**src/rtl/lcd_init_seq_pkg.sv**
```systemverilog
// ILI9341 power-up types, opcodes and the init command/data table.
package pkg_ili9341;

   typedef enum logic [1:0] {
      CMD   = 2'd0,
      DATA  = 2'd1,
      DELAY = 2'd2,
      END   = 2'd3
   } init_kind_t;

   typedef struct packed {
      init_kind_t  kind;
      logic [7:0]  payload;
   } init_entry_t;

   typedef enum logic [2:0] {
      S_IDLE     = 3'd0,
      S_RST_REQ  = 3'd1,
      S_RST_WAIT = 3'd2,
      S_FETCH    = 3'd3,
      S_SEND     = 3'd4,
      S_DELAY    = 3'd5,
      S_DONE     = 3'd6,
      S_ERROR    = 3'd7
   } lcd_state_t;

   localparam logic [7:0] SWRESET = 8'h01;
   localparam logic [7:0] SLPOUT  = 8'h11;
   localparam logic [7:0] DISPON  = 8'h29;
   localparam logic [7:0] PIXFMT  = 8'h3A;
   localparam logic [7:0] MADCTL  = 8'h36;

   localparam init_entry_t ENTRY_END = '{kind: END, payload: 8'h00};

   // Delay payloads are in ms; entries past INIT_LEN read back as END.
   localparam int unsigned INIT_LEN = 32'd12;
   localparam init_entry_t INIT_TABLE [INIT_LEN] = '{
      '{CMD,   SWRESET},
      '{DELAY, 8'd5},
      '{CMD,   SLPOUT},
      '{DELAY, 8'd120},
      '{CMD,   PIXFMT},
      '{DATA,  8'h55},
      '{CMD,   MADCTL},
      '{DATA,  8'h48},
      '{DELAY, 8'd0},
      '{CMD,   DISPON},
      '{DELAY, 8'd20},
      '{END,   8'h00}
   };

endpackage

```
**src/rtl/lcd_init_seq_rom.sv**
```systemverilog
// Combinational init-table lookup: idx -> {kind, payload}.
module lcd_init_rom
   import pkg_ili9341::*;
#(
   parameter int unsigned ROM_DEPTH = 32'd64
) (
   input  logic [$clog2(ROM_DEPTH)-1:0] i_idx,
   output logic [9:0]                   o_entry
);

   localparam int unsigned IDX_W = $clog2(ROM_DEPTH);
   localparam int unsigned SEL_W = $clog2(INIT_LEN);

   always_comb begin
      o_entry = ENTRY_END;
      if (i_idx < IDX_W'(INIT_LEN)) begin
         o_entry = INIT_TABLE[i_idx[SEL_W-1:0]];
      end else begin
         o_entry = ENTRY_END;
      end
   end

endmodule

```
**src/rtl/lcd_init_seq.sv**
```systemverilog
// ILI9341 power-up sequencer: panel reset handshake, then init table streaming.
// Optional watchdog (RST_WAIT/SEND stall -> ERROR) enabled by LCD_INIT_TIMEOUT_EN.
module lcd_init_seq
   import pkg_ili9341::*;
#(
   parameter int unsigned MS_CYCLES = 32'd4000,
   parameter int unsigned ROM_DEPTH = 32'd64
`ifdef LCD_INIT_TIMEOUT_EN
   ,
   parameter int unsigned TIMEOUT_CYC = 32'd400000
`endif
) (
   input  logic       clk,
   input  logic       rst,
   input  logic       i_start,
   output logic       o_reset_ena,
   output logic       o_reset_val,
   input  logic       i_reset_sent,
   output logic       o_tx_valid,
   output logic [7:0] o_tx_data,
   output logic       o_tx_dc,
   input  logic       i_tx_ready,
   output logic       o_busy,
   output logic       o_done,
   output logic       o_error
);

   localparam int unsigned IDX_W = $clog2(ROM_DEPTH);
   localparam int unsigned CNT_W = $clog2(32'd255 * MS_CYCLES);

   lcd_state_t        r_state;
   logic [IDX_W-1:0]  r_idx;
   logic [CNT_W-1:0]  r_cnt;
   logic [9:0]        w_entry_bits;
   init_entry_t       w_entry;
   logic              w_last;
   logic [CNT_W-1:0]  w_delay_load;
   logic              w_wd_hit;

   lcd_init_rom #(.ROM_DEPTH(ROM_DEPTH)) u_rom (
      .i_idx   (r_idx),
      .o_entry (w_entry_bits)
   );

   assign w_entry      = w_entry_bits;
   assign w_last       = (r_idx == IDX_W'(ROM_DEPTH - 32'd1));
   assign w_delay_load = CNT_W'(w_entry.payload) * CNT_W'(MS_CYCLES) - CNT_W'(1);

`ifdef LCD_INIT_TIMEOUT_EN
   localparam int unsigned WD_W = $clog2(TIMEOUT_CYC + 32'd1);
   logic [WD_W-1:0] r_wdog;

   assign w_wd_hit = (r_wdog == WD_W'(TIMEOUT_CYC - 32'd1));

   // RST_WAIT and SEND are never adjacent, so clearing outside them restarts it per state.
   always_ff @(posedge clk or posedge rst) begin
      if (rst) begin
         r_wdog <= WD_W'(0);
      end else if (r_state == S_RST_WAIT || r_state == S_SEND) begin
         r_wdog <= r_wdog + WD_W'(1);
      end else begin
         r_wdog <= WD_W'(0);
      end
   end
`else
   assign w_wd_hit = 1'b0;
`endif

   // Sequencer FSM with delay counter and registered outputs.
   always_ff @(posedge clk or posedge rst) begin
      if (rst) begin
         r_state     <= S_IDLE;
         r_idx       <= IDX_W'(0);
         r_cnt       <= CNT_W'(0);
         o_reset_ena <= 1'b0;
         o_reset_val <= 1'b1;
         o_tx_valid  <= 1'b0;
         o_tx_data   <= 8'h00;
         o_tx_dc     <= 1'b0;
         o_busy      <= 1'b0;
         o_done      <= 1'b0;
         o_error     <= 1'b0;
      end else begin
         o_reset_ena <= 1'b0;
         o_reset_val <= 1'b1;
         case (r_state)
            S_IDLE, S_DONE, S_ERROR: begin
               if (i_start) begin
                  r_state     <= S_RST_REQ;
                  r_idx       <= IDX_W'(0);
                  o_reset_ena <= 1'b1;
                  o_reset_val <= 1'b0;
                  o_busy      <= 1'b1;
                  o_done      <= 1'b0;
                  o_error     <= 1'b0;
               end else begin
                  r_state <= r_state;
               end
            end
            S_RST_REQ: begin
               r_state <= S_RST_WAIT;
            end
            S_RST_WAIT: begin
               if (i_reset_sent) begin
                  r_state <= S_FETCH;
               end else if (w_wd_hit) begin
                  r_state <= S_ERROR;
                  o_busy  <= 1'b0;
                  o_error <= 1'b1;
               end else begin
                  r_state <= S_RST_WAIT;
               end
            end
            S_FETCH: begin
               case (w_entry.kind)
                  CMD, DATA: begin
                     r_state    <= S_SEND;
                     o_tx_valid <= 1'b1;
                     o_tx_data  <= w_entry.payload;
                     o_tx_dc    <= (w_entry.kind == DATA);
                  end
                  DELAY: begin
                     if (w_entry.payload != 8'h00) begin
                        r_cnt   <= w_delay_load;
                        r_state <= S_DELAY;
                     end else if (w_last) begin
                        r_state <= S_DONE;
                        o_busy  <= 1'b0;
                        o_done  <= 1'b1;
                     end else begin
                        r_idx   <= r_idx + IDX_W'(1);
                        r_state <= S_FETCH;
                     end
                  end
                  default: begin
                     r_state <= S_DONE;
                     o_busy  <= 1'b0;
                     o_done  <= 1'b1;
                  end
               endcase
            end
            S_SEND: begin
               if (o_tx_valid && i_tx_ready) begin
                  o_tx_valid <= 1'b0;
                  if (w_last) begin
                     r_state <= S_DONE;
                     o_busy  <= 1'b0;
                     o_done  <= 1'b1;
                  end else begin
                     r_idx   <= r_idx + IDX_W'(1);
                     r_state <= S_FETCH;
                  end
               end else if (w_wd_hit) begin
                  r_state    <= S_ERROR;
                  o_tx_valid <= 1'b0;
                  o_busy     <= 1'b0;
                  o_error    <= 1'b1;
               end else begin
                  r_state <= S_SEND;
               end
            end
            S_DELAY: begin
               if (r_cnt != CNT_W'(0)) begin
                  r_cnt <= r_cnt - CNT_W'(1);
               end else if (w_last) begin
                  r_state <= S_DONE;
                  o_busy  <= 1'b0;
                  o_done  <= 1'b1;
               end else begin
                  r_idx   <= r_idx + IDX_W'(1);
                  r_state <= S_FETCH;
               end
            end
            default: begin
               r_state <= S_IDLE;
            end
         endcase
      end
   end

endmodule
```
**config.mk**
```make
export PLATFORM = sky130hd
export DESIGN_NAME = lcd_init_seq
export DESIGN_NICKNAME = d
export VERILOG_FILES = /design/src/rtl/lcd_init_seq_pkg.sv /design/src/rtl/lcd_init_seq_rom.sv /design/src/rtl/lcd_init_seq.sv
export SDC_FILE = /design/constraint.sdc
export NUM_CORES = 1
export LEC_CHECK = 0
export CAP_MARGIN = 15
export CORE_MARGIN = 2
export CORE_UTILIZATION = 53
export DETAILED_ROUTE_END_ITERATION = 7
export GPL_TIMING_DRIVEN = 0
export MAX_ROUTING_LAYER = met4
export PLACE_DENSITY = 0.82
export SETUP_SLACK_MARGIN = 0.15
export SLEW_MARGIN = 20
export SYNTH_ARGS = -nofsm -noshare
export SYNTH_HDL_FRONTEND = slang
export SYNTH_SLANG_ARGS = --single-unit
```
**constraint.sdc**
```tcl
create_clock -name clk -period 5.8 [get_ports clk]
set_input_delay 0.87 -clock clk [delete_from_list [all_inputs] [get_ports clk]]
set_output_delay 0.87 -clock clk [all_outputs]
set_load 0.02 [all_outputs]
```
==> flow_metrics.tcl <==
set metrics [dict create \
    num_vias 3913 \
    cts.sinks 42 \
    wl_per_cell_um 16.6 \
    muxShareOfSynthArea_pct 0.990 \
    rr_endpoint "r_cnt[19]" \
    max_freq_ghz 0.182 \
    cp-endpoint "r_cnt[19]" \
    grt_max_degree 31 \
    setup_viol 0 \
    hold_viol 0 \
    synth_warnings 0 \
    r2r.worst_path.cells 21 \
    drtIter0Drc 294 \
    r2r-start "r_idx[0]" \
    htree_levels 2 \
    netlist_area_um2 4300 \
    grt.total_usage_pct 25.3 \
    synth_edf_count 0 \
    antenna_left 0 \
    start_util_pct 55.1 \
    ys_types 76 \
    dr.pass1.iters 5 \
    status "finished clean" \
    ys_seq_area_share_pct 24.5 \
    area_delta_synth_final_pct 15.6 \
    ys_ff_latch 42 \
    num_rows 32 \
    final_core_util_pct 63.7 \
    fin_crit_sh_pct 94.7 \
    synth.avg_cell_area_um2 8.46 \
    synth_top_family_by_area "simple AND/OR/NAND/NOR gates" \
    synthSimpleGateAreaFrac_pct 22.5 \
    coreArea_um2 7810 \
    synthFlopType "dfrtp_1" \
    grt_pass1_vias 3702 \
    synth-xor-area-share_pct 5.09 \
    antenna_found_initial 0 \
    antennaDiodeCount 0 \
    fin_nets 612 \
    die_h_um 94.1 \
    hold_class "reg2reg" \
    cap_violations 0 \
    tightest_slew_ns 0.824 \
    synthAdderAreaFrac_pct 21.8 \
    rsz0062_at_grt "false" \
    synth-compound-area-share_pct 19.1 \
    wirelength_um 10700 \
    drc 0 \
    gr-total-overflow 0 \
    layout_common_cells "nor2_1, ha_1, inv_1" \
    io_buffers 17 \
    clk_latency_ns 0.30 \
    required_ns 5.98 \
    ys_async_sr_fraction_pct 100 \
    drive_gt1_share_pct 14.9 \
    routabilityCongestion 0.935 \
    cts_tree "built" \
    post-dp-hpwl_um 7760 \
    fin_crit_ns 5.49 \
    cp_max_fo 8 \
    endpoint_kind "flip-flop" \
    r2r_slack_ns 0.31 \
    clkTransAtPathRegs_ns 0.09 \
    die-area_um2 8850 \
    root_buffer "clkbuf_8" \
    cp.arrival_ns 5.67 \
    die_w_um 94.1 \
    cts_buffers 5 \
    startpoint_type "flip-flop" \
    avgViaCountPerCell 6.06 \
    final_max_slew_viol_count 0 \
    skew_ns 0.00990 \
    grt_pass1_wl_um 17500 \
    io_pins 20 \
    crit_start "r_idx[0]" \
    clockBufferDepth 2 \
    critPathKind "reg2reg" \
    syn-instance-count 508 \
    slew_headroom_pct 44.5 \
]
[Yosys cell counts (5+ instances only)]
| master | instances | area share [%] |
|---|---|---|
| nand2b_1 | 9 | 1.3 |
| xor2_1 | 10 | 2.0 |
| xnor2_1 | 15 | 3.1 |
| a21oi_1 | 31 | 3.6 |
| ha_1 | 46 | 13 |
| clkbuf_1 | 8 | 0.70 |
| nand4_1 | 5 | 0.73 |
| fa_1 | 18 | 8.4 |
| and3_1 | 6 | 0.87 |
| nand3_1 | 14 | 1.6 |
| nor4_1 | 7 | 1.0 |
| dfrtp_1 | 41 | 24 |
| nor3_1 | 15 | 1.7 |
| o22ai_1 | 5 | 0.73 |
| nor2_1 | 49 | 4.3 |
| inv_1 | 45 | 3.9 |
| o21ai_0 | 43 | 5.0 |
| nand2_1 | 42 | 3.7 |
[state kept, by name, indices dropped and copies added (netlist names)]
signal / cells
r_cnt: 20
o_reset_val: 1
o_done: 1
o_tx_dc: 1
o_tx_data: 7
o_busy: 1
r_idx: 6
r_state: 3
o_tx_valid: 1
o_reset_ena: 1
[final cells by class]
cell class,instances,area [µm²]
Multi-Input combinational cell,405,3150
Clock inverter,1,30.0
Inverter,45,169
Timing Repair Buffer,27,258
Sequential cell,42,1050
Buffer,17,91.3
Tap cell,102,128
Clock buffer,7,86.3
Fill cell,623,2840
[repair_timing]
action	in CTS	in global routing
pin swaps	1	4
resized for setup	11	25
endpoints found under the setup margin	7	6
hold buffers	0	0
setup buffers	0	9
[critical path, cell delays in order, from the launching register on]
cell and delay (ns):
dfrtp_2 0.45, inv_1 0.12, ha_1 0.33, inv_1 0.08, nor2_2 0.15, o21ai_4 0.11, fa_1 0.55, inv_1 0.07
fa_1 0.51, inv_1 0.06, fa_1 0.48, fa_1 0.52, inv_1 0.08, ha_4 0.31, o21ai_1 0.10, a21o_1 0.21
a311oi_2 0.34, nand2b_2 0.14, and4bb_1 0.33, nand3_1 0.14, xnor2_2 0.20, o21ai_1 0.07
[logic make-up after synthesis]
kind of cell,after synthesis
AOI/OAI and AO/OA,126
muxes,4
DFF,42
xor gates and xnor gates,25
other,1
and+or+nand+nor,184
buffers and inverters,62
adders and majority gates,64
[worst min-delay path by stage]
stage                       startpoint      endpoint  slack [ns]  depth (start not counted)
after floorplan              r_cnt[13]     r_cnt[13]        0.47                          2
after global placement          o_busy        o_busy        0.46                          1
final                           o_busy        o_busy        0.49                          1
after global routing            o_busy        o_busy        0.52                          1
after detailed placement        o_busy        o_busy        0.48                          1
after CTS                 o_tx_data[4]  o_tx_data[4]        0.50                          2
[metal layers]
layer	wire [µm]	track usage, %	up-vias
met5	0	-	-
met4	229	7.97	0
met3	520	3.05	21
met2	5320	40.5	131
met1	4640	33.9	1902
li1	-	-	1859
[per-stage QoR]
stage               cells  TNS [ns]  instance area [µm²]  worst slack (ns)  hold slack (ns)
CTS                   637         0                 4780             0.101            0.495
global placement      628    -0.688                 4600            -0.319            0.460
detailed placement    629     -1.58                 4620            -0.524            0.477
floorplan             509         0                 4300             0.369            0.469
finish                646         0                 4970             0.308            0.495
global route          646         0                 4970            0.0415            0.516
Power is not shown: default switching activity piles up to over one toggle a cycle in this logic, so the estimate is an artifact.
